## config.mk

```make
export PLATFORM = sky130hd
export DESIGN_NAME = simple_cpu_ctrl
export DESIGN_NICKNAME = d
export VERILOG_FILES = /design/src/rtl/simple_cpu_ctrl.sv
export SDC_FILE = /design/constraint.sdc
export NUM_CORES = 1
export LEC_CHECK = 0
export CORE_MARGIN = 2
export CORE_UTILIZATION = 25
export DETAILED_ROUTE_END_ITERATION = 10
export PLACE_DENSITY_LB_ADDON = 0.05
export SYNTH_ARGS = -nofsm -noshare
export SYNTH_HDL_FRONTEND = slang
export SYNTH_SLANG_ARGS = --single-unit
```

## constraint.sdc

```tcl
create_clock -name clk -period 2.8 [get_ports clk]
set_clock_uncertainty 0.2 [all_clocks]
set_input_delay 0.56 -clock clk [delete_from_list [all_inputs] [get_ports clk]]
set_output_delay 0.56 -clock clk [all_outputs]
set_load 0.02 [all_outputs]
```

## src/rtl/simple_cpu_ctrl.sv

```systemverilog
// rtl/simple_cpu_ctrl.sv - multi-cycle control unit for simple_cpu
// Sequences register file, ALU and data memory through DECODE/EXEC/MEM/WB.
module simple_cpu_ctrl #(
  parameter int INSTR_WIDTH   = 20,
  parameter int REG_ADDR_BITS = 2,
  parameter int OFFSET_BITS   = 8,
  parameter int CNT_WIDTH     = 16
) (
  input  logic                     clk,
  input  logic                     rst,
  input  logic [INSTR_WIDTH-1:0]   instr,
  input  logic                     instr_valid,
  output logic                     instr_ready,
  input  logic                     mem_ack,
  output logic [REG_ADDR_BITS-1:0] rf_ra_addr,
  output logic [REG_ADDR_BITS-1:0] rf_rb_addr,
  output logic                     rf_wr_en,
  output logic [REG_ADDR_BITS-1:0] rf_wr_addr,
  output logic                     rf_wr_sel,
  output logic                     alu_en,
  output logic                     alu_op,
  output logic                     alu_b_sel,
  output logic [OFFSET_BITS-1:0]   offset,
  output logic                     mem_rd_en,
  output logic                     mem_wr_en,
  output logic                     busy,
  output logic                     done,
  output logic [CNT_WIDTH-1:0]     retired
);

  typedef enum logic [2:0] {
    S_IDLE   = 3'd0,
    S_DECODE = 3'd1,
    S_EXEC   = 3'd2,
    S_MEM    = 3'd3,
    S_WB     = 3'd4
  } state_t;

  localparam logic [1:0] OP_NOP   = 2'b00;
  localparam logic [1:0] OP_ALU   = 2'b01;
  localparam logic [1:0] OP_LOAD  = 2'b10;
  localparam logic [1:0] OP_STORE = 2'b11;

  state_t                   state_q, state_d;
  logic [INSTR_WIDTH-1:0]   ir_q, ir_d;
  logic [CNT_WIDTH-1:0]     retired_q, retired_d;
  logic                     done_q, done_d;
  logic                     alu_en_q, alu_en_d;
  logic                     alu_b_sel_q, alu_b_sel_d;
  logic                     mem_rd_en_q, mem_rd_en_d;
  logic                     mem_wr_en_q, mem_wr_en_d;
  logic                     rf_wr_en_q, rf_wr_en_d;
  logic                     rf_wr_sel_q, rf_wr_sel_d;
  logic                     retire;

  logic [1:0]               op;
  logic [REG_ADDR_BITS-1:0] x1, x2, x3;

  assign op = ir_q[INSTR_WIDTH-1 -: 2];
  assign x1 = ir_q[16 +: REG_ADDR_BITS];
  assign x2 = ir_q[14 +: REG_ADDR_BITS];
  assign x3 = ir_q[12 +: REG_ADDR_BITS];

  // Field decode is purely from IR so it is stable across every state.
  assign rf_ra_addr = x2;
  assign rf_rb_addr = (op == OP_STORE) ? x1 : x3;
  assign rf_wr_addr = x1;
  assign offset     = ir_q[4 +: OFFSET_BITS];
  assign alu_op     = (op == OP_ALU) && ir_q[0];

  // Gated by rst so no instruction can be offered while reset is held.
  assign instr_ready = (state_q == S_IDLE) && rst;
  assign busy        = (state_q != S_IDLE);
  assign done        = done_q;
  assign retired     = retired_q;
  assign alu_en      = alu_en_q;
  assign alu_b_sel   = alu_b_sel_q;
  assign mem_rd_en   = mem_rd_en_q;
  assign mem_wr_en   = mem_wr_en_q;
  assign rf_wr_en    = rf_wr_en_q;
  assign rf_wr_sel   = rf_wr_sel_q;

  always_comb begin
    state_d = state_q;
    ir_d    = ir_q;
    retire  = 1'b0;
    case (state_q)
      S_IDLE: begin
        if (instr_valid) begin
          ir_d    = instr;
          state_d = S_DECODE;
        end
      end
      S_DECODE: begin
        if (op == OP_NOP) begin
          state_d = S_IDLE;
          retire  = 1'b1;
        end else begin
          state_d = S_EXEC;
        end
      end
      S_EXEC: state_d = (op == OP_ALU) ? S_WB : S_MEM;
      S_MEM: begin
        if (mem_ack) begin
          if (op == OP_STORE) begin
            state_d = S_IDLE;
            retire  = 1'b1;
          end else begin
            state_d = S_WB;
          end
        end
      end
      S_WB: begin
        state_d = S_IDLE;
        retire  = 1'b1;
      end
      default: state_d = S_IDLE;
    endcase

    retired_d = retired_q + {{(CNT_WIDTH-1){1'b0}}, retire};
    done_d    = retire;

    // Enables are registered against the state being entered.
    alu_en_d    = (state_d == S_EXEC);
    alu_b_sel_d = (state_d == S_EXEC) && (op != OP_ALU);
    mem_rd_en_d = (state_d == S_MEM) && (op == OP_LOAD);
    mem_wr_en_d = (state_d == S_MEM) && (op == OP_STORE);
    rf_wr_en_d  = (state_d == S_WB);
    rf_wr_sel_d = (state_d == S_WB) && (op == OP_LOAD);
  end

  always_ff @(posedge clk or negedge rst) begin
    if (!rst) begin
      state_q     <= S_IDLE;
      ir_q        <= '0;
      retired_q   <= '0;
      done_q      <= 1'b0;
      alu_en_q    <= 1'b0;
      alu_b_sel_q <= 1'b0;
      mem_rd_en_q <= 1'b0;
      mem_wr_en_q <= 1'b0;
      rf_wr_en_q  <= 1'b0;
      rf_wr_sel_q <= 1'b0;
    end else begin
      state_q     <= state_d;
      ir_q        <= ir_d;
      retired_q   <= retired_d;
      done_q      <= done_d;
      alu_en_q    <= alu_en_d;
      alu_b_sel_q <= alu_b_sel_d;
      mem_rd_en_q <= mem_rd_en_d;
      mem_wr_en_q <= mem_wr_en_d;
      rf_wr_en_q  <= rf_wr_en_d;
      rf_wr_sel_q <= rf_wr_sel_d;
    end
  end

endmodule

```

==> results.txt, run 1 <==
Chip height: 92.2 µm
DP HPWL: 2870 µm
Postcts setup bufs: 0
Most numerous cell in the Yosys netlist: dfrtp_1
Commonest cells in the netlist: 43 x dfrtp_1, 12 x buf_4, 10 x mux2_2
Final Max Tran Viols: 0
Die W: 92.2 µm
WL/cell: 13.1 µm
CTS tree: built
Unrepaired setup endpoints after global routing: no
Rows: 32
Worst-path maximum fanout: 9
Num CTS Buffers: 5
Worst setup margin: 0.174 ns
Die footprint: 0.00849 mm²
Cell Chain, Critical Path: buf_4, nand2_1, mux2_2, clkdlybuf4s50_1
Combinational Power Share: 44.3%
Post-DRT Antenna Nets: 0
Max-Cap Viols: 0
Synth area leader: dfrtp_1
DRT met1 WL: 1830 µm
Clock network power share: 20.4%
Peak VDD IR: 0.461 mV
Synth Instances: 152
Arrival time at the worst endpoint: 1.87 ns
Cell Int Power: 0.00187 W
Leakage power: 1.16 nW
Hold buffer count at CTS: 0
Power Dens Cells: 1040 mW/mm²
Yosys warning total: 0
Gpl congestion: 0.757
Final setup fails: 0
Tmin final: 2.63 ns
Post-Synthesis Cell Area: 0.00194 mm²
Sequential share of the synthesized area: 55.4%
Main flop type after synthesis: dfrtp_1
Nature of the critical path startpoint: register
Post-synthesis cell type count: 36
GRT overflow: 0
Post-synth EDFFs: 0
Initial antenna violation count: 0
Clk buf depth: 2
Root Buffer: clkbuf_8
I/O pin cnt: 64
Core area: 0.00765 mm²
Top delay family on crit path: buffers and inverters
Fraction of layout instances using a drive strength above 1: 18.2%
CP max stage delay: 0.53 ns
F_max: 0.381 GHz
Fin. Hold Viols: 0
CP Data Required Time: 2.04 ns
Post-Route WL: 4080 µm
WS Path Type: reg -> out
Slew margin rel.: 63.3%
Critical path endpoint category: output pin
Global Route Usage Sum: 10.4%
CP Buf/Inv Count: 2
CTS clk-pin slew, worst paths: 0.08 ns
Finished Cell Area: 0.00272 mm²
CTS-repair resized insts: 0
Vias in the first global route: 1,406
Pin count of the biggest net entering global routing: 44
Post-Syn Nets: 178
Hold WC Path Type: in -> async
Layout area overhead: 39.7%
Setup WS pre-CTS: -0.0586 ns
Worst Tran Pin Value: 0.550 ns
# DRC: 0
Share of the synthesized area in the top cell type: 55.4%
H-tree Lvls: 2
Period utilization: 93.8%
Status: finished clean
Syn_area_per_cell: 12.8 µm²
First-pass GRT wire length: 6910 µm
Top post-synthesis cells by area: dfrtp_1 55%, mux2_4 7.0%, mux2_2 5.8%, buf_4 4.6%, xnor2_1 3.6%
Total number of vias: 1,328
Ys async rst share: 100%
Detailed Routing Iterations Pass 1: 4
# diodes: 0
Sw Ratio: 33.9%
Slowest-stage cell, CP: clkdlybuf4s50_1
Fin nets: 234
Worst skew pair latency: 0.30 ns
DR iter-0 viols: 27
Reg power frac: 35.4%
Clock sink count: 43
DP Area: 0.00258 mm²
Max layer used: met4
Starting Density: 25.4%
Routed wl met2: 1950 µm
Routed vias/inst: 4.27
WL met3: 246 µm
PortBufs: 60
Psw: 0.000959 W
Flop and latch count out of synthesis: 43
## logic make-up (layout without fill, tap and decap cells)
family	Yosys count	count (layout)	share of synthesized area [%]
and+or+nand+nor	48	48	14.9
adders and majority gates	2	2	1.29
AOI/OAI and AO/OA	5	5	1.74
xor gates and xnor gates	14	14	6.31
muxes	19	19	12.7
buffers and inverters	21	78	7.60
DFF	43	43	55.4
## state kept, by name (all words and copies together), names as in the netlist
| register | flops |
|---|---|
| alu_en | 1 |
| done | 1 |
| state_q | 3 |
| ir_q | 17 |
| rf_wr_sel | 1 |
| mem_rd_en | 1 |
| retired | 16 |
| mem_wr_en | 1 |
| alu_b_sel | 1 |
| rf_wr_en | 1 |
## cell usage in the layout (no fill, tap or decap), drive strengths merged, types with 2 or more instances in the layout
cell / n
and2: 2
buf: 7
bufinv: 2
clkbuf: 5
clkdlybuf4s50: 59
dfrtp: 43
ha: 2
inv: 4
mux2: 19
nand2: 5
nand2b: 2
nand3: 5
nand4: 7
nor2: 6
nor3: 5
nor4: 5
or3: 3
xnor2: 8
xor2: 6
## layer usage
layer | GRT usage [%] | up-vias
met5 | 0 | -
met4 | 3.73 | 0
met3 | 3.62 | 5
met2 | 16.9 | 37
met1 | 12.9 | 655
li1 | - | 631
## final timing paths
kind | depth (start not counted) | slack, ns | startpoint | end
max | 4 | 0.17 | ir_q[19] | rf_rb_addr[1]
max reg2reg | 8 | 0.33 | state_q[1] | retired[10]
min | 2 | 0.16 | rst | rf_wr_sel
min reg2reg | 1 | 0.28 | retired[15] | retired[15]
min in group clk | 1 | 0.28 | retired[15] | retired[15]
max in group asynchronous | 2 | 1.87 | rst | ir_q[9]
## power groups by stage
stage / Sequential, W / Clock, W / Combinational, W
5_1_grt: 0.00104 / 0.000634 / 0.00135
4_1_cts: 0.00101 / 0.000603 / 0.00128
3_3_place_gp: 0.00101 / 0 / 0.00126
6_report: 0.00100 / 0.000576 / 0.00125
2_1_floorplan: 0.00104 / 0 / 0.000840
3_5_place_dp: 0.00101 / 0 / 0.00127
## through the flow
stage	instances	TNS [ns]	util, %	hold WS, ns	power (W)
after global placement	303	0	33.7	0.272	0.00227
after detailed placement	303	-0.0982	33.7	0.271	0.00228
final	311	0	35.5	0.156	0.00283
after floorplan	152	0	-	0.0644	0.00188
after CTS	311	0	35.5	0.183	0.00288
after global routing	311	0	35.5	0.209	0.00302
## cell type report
class / count / area (µm²)
clock buffers: 5 / 68.8
clock inverters: 3 / 67.6
fillers: 747 / 4930
inverters: 4 / 15.0
multi-input cells: 88 / 719
flip-flops and latches: 43 / 1080
well taps: 102 / 128
repair buffers: 66 / 641
(Power assumes the default switching activity.)
==> run 2, diff against run 1 <==
--- a/config.mk
+++ b/config.mk
@@ -7,6 +7,7 @@
 export LEC_CHECK = 0
 export CORE_MARGIN = 2
 export CORE_UTILIZATION = 25
+export CTS_CLUSTER_SIZE = 24
 export DETAILED_ROUTE_END_ITERATION = 10
 export PLACE_DENSITY_LB_ADDON = 0.05
 export SYNTH_ARGS = -nofsm -noshare
==> results of run 2 <==
The final DEF is identical to that of run 1; final timing and power are the same.
==> run 3, diff against run 2 <==
--- a/config.mk
+++ b/config.mk
@@ -5,11 +5,12 @@
 export SDC_FILE = /design/constraint.sdc
 export NUM_CORES = 1
 export LEC_CHECK = 0
-export CORE_MARGIN = 2
+export CORE_MARGIN = 10
 export CORE_UTILIZATION = 25
 export CTS_CLUSTER_SIZE = 24
 export DETAILED_ROUTE_END_ITERATION = 10
 export PLACE_DENSITY_LB_ADDON = 0.05
+export SKIP_LAST_GASP = 1
 export SYNTH_ARGS = -nofsm -noshare
 export SYNTH_HDL_FRONTEND = slang
 export SYNTH_SLANG_ARGS = --single-unit
==> results.txt, run 3 (synthesis gave the netlist of run 1 again) <==
Period utilization: 94.7% (+0.88 points)
CTS tree: built
# DRC: 0 (unchanged)
Clock sink count: 43 (unchanged)
Fin nets: 234 (unchanged)
Hold WC Path Type: in -> async
CTS clk-pin slew, worst paths: 0.09 ns (about the same)
Initial antenna violation count: 0 (unchanged)
Final setup fails: 0 (unchanged)
Global Route Usage Sum: 7.69% (-2.8 points)
Detailed Routing Iterations Pass 1: 4 (unchanged)
Unrepaired setup endpoints after global routing: no
I/O pin cnt: 64 (unchanged)
Gpl congestion: 0.771 (+2.0%)
Routed vias/inst: 4.21 (-1.5%)
Worst Tran Pin Value: 0.563 ns (+0.0132 ns)
H-tree Lvls: 2 (unchanged)
Tmin final: 2.65 ns (+0.0246 ns)
Fraction of layout instances using a drive strength above 1: 18.2% (unchanged)
Rows: 32 (unchanged)
Vias in the first global route: 1,423 (+1.2%)
CP max stage delay: 0.54 ns (about the same)
Max-Cap Viols: 0 (unchanged)
Die W: 108 µm (+17%)
Setup TNS: 0 ns (unchanged)
Critical path endpoint category: output pin
WS Path Type: reg -> out
Fin. Hold Viols: 0 (unchanged)
Arrival time at the worst endpoint: 1.89 ns (+0.02 ns)
Postcts setup bufs: 0 (unchanged)
Status: finished clean
Total number of vias: 1,308 (-1.5%)
Peak VDD IR: 0.402 mV (-13%)
Chip height: 108 µm (+17%)
Most frequent cells in the layout: 59 x clkdlybuf4s50_1, 43 x dfrtp_1, 10 x mux2_2
Root Buffer: clkbuf_8
CTS-repair resized insts: 0 (unchanged)
PortBufs: 60 (unchanged)
Power Dens Cells: 1030 mW/mm² (-1.3%)
Nature of the critical path startpoint: register
Clk buf depth: 2 (unchanged)
First-pass GRT wire length: 7070 µm (+2.3%)
Max reg flops: 17 (unchanged)
F_max: 0.377 GHz (-0.93%)
Worst skew pair latency: 0.30 ns (about the same)
DP HPWL: 3240 µm (+13%)
Worst-path maximum fanout: 9 (unchanged)
Die footprint: 0.0117 mm² (+38%)
Core area: 0.00765 mm² (unchanged)
CP Data Required Time: 2.04 ns (about the same)
Post-DRT Antenna Nets: 0 (unchanged)
Final Max Tran Viols: 0 (unchanged)
Power Total: 0.00277 W (-2.0%)
Starting Density: 25.4% (unchanged)
Pin count of the biggest net entering global routing: 44 (unchanged)
Slew margin rel.: 62.5% (-0.88 points)
Layout area overhead: 38.8%
GRT overflow: 0 (unchanged)
# diodes: 0 (unchanged)
Post-Route WL: 4420 µm (+8.5%)
DR iter-0 viols: 52 (+93%)
Most flop-heavy register: ir_q
Num CTS Buffers: 5 (unchanged)
Fillers: 740 (-0.94%)
Leading cell type in the layout, fill and taps excluded: clkdlybuf4s50_1
Slowest-stage cell, CP: clkdlybuf4s50_1
WL/cell: 14.2 µm (+8.5%)
Hold buffer count at CTS: 0 (unchanged)
Cell Chain, Critical Path: buf_4, nand2_1, mux2_2, clkdlybuf4s50_1
Leakage power: 1.15 nW (-0.27%)
## run 3: cell count changes in the layout (fill, tap and decap cells not counted)
cell and change:
clkbuf_8 +1, clkinv_2 +1, clkinvlp_4 -1, bufinv_16 -1
## run 3: area by class of cell
cell class / instances / area, µm² / share of cell area [%]
Tap cell: 102 / 128 / 4.73
Timing Repair Buffer: 66 / 641 / 23.8
Clock buffer: 6 / 82.6 / 3.06
Inverter: 4 / 15.0 / 0.557
Clock inverter: 2 / 35.0 / 1.30
Multi-Input combinational cell: 88 / 719 / 26.7
Sequential cell: 43 / 1080 / 39.9
## run 3: routing by layer
metal / share of wire [%] / global-route usage [%] / up-vias
met5: 0 / 0 / -
met4: 1.4 / 2.86 / 0
met3: 11 / 4.76 / 5
met2: 46 / 12.1 / 38
met1: 42 / 8.28 / 637
li1: - / - / 628
## run 3: power by group
part	total, W	switching (W)	internal (W)
Combinational	0.00127	0.000584	0.000683
Sequential	0.000998	0.000168	0.000830
Clock	0.000507	0.000218	0.000289
## run 3: final timing paths
path                            slack [ns]  cells past startpoint        start             to
max in group asynchronous             1.85                      2          rst        ir_q[7]
worst max-delay path                  0.15                      4     ir_q[19]  rf_rb_addr[0]
worst min register to register        0.28                      1  retired[15]    retired[15]
min in group clk                      0.28                      1  retired[15]    retired[15]
worst max register to register        0.38                      8   state_q[1]    retired[10]
worst min-delay path                  0.15                      2          rst       ir_q[13]
## run 3: critical path, delay by kind of cell (launching register included)
kind / cells / cell delay [ns]
flip-flops: 1 / 0.38
multiplexers: 1 / 0.35
AND/OR/NAND/NOR: 1 / 0.15
buffers and inverters: 2 / 0.71
## run 3: stage by stage
step	worst slack [ns]	area (µm²)	std cells	utilization [%]	hold WS (ns)
after global routing	0.0560	2700	311	35.3	0.215
after floorplan	0.300	1940	152	-	0.0644
after CTS	0.136	2700	311	35.3	0.186
after global placement	0.0147	2580	303	33.7	0.268
final	0.149	2700	311	35.3	0.147
after detailed placement	-0.00171	2580	303	33.7	0.271
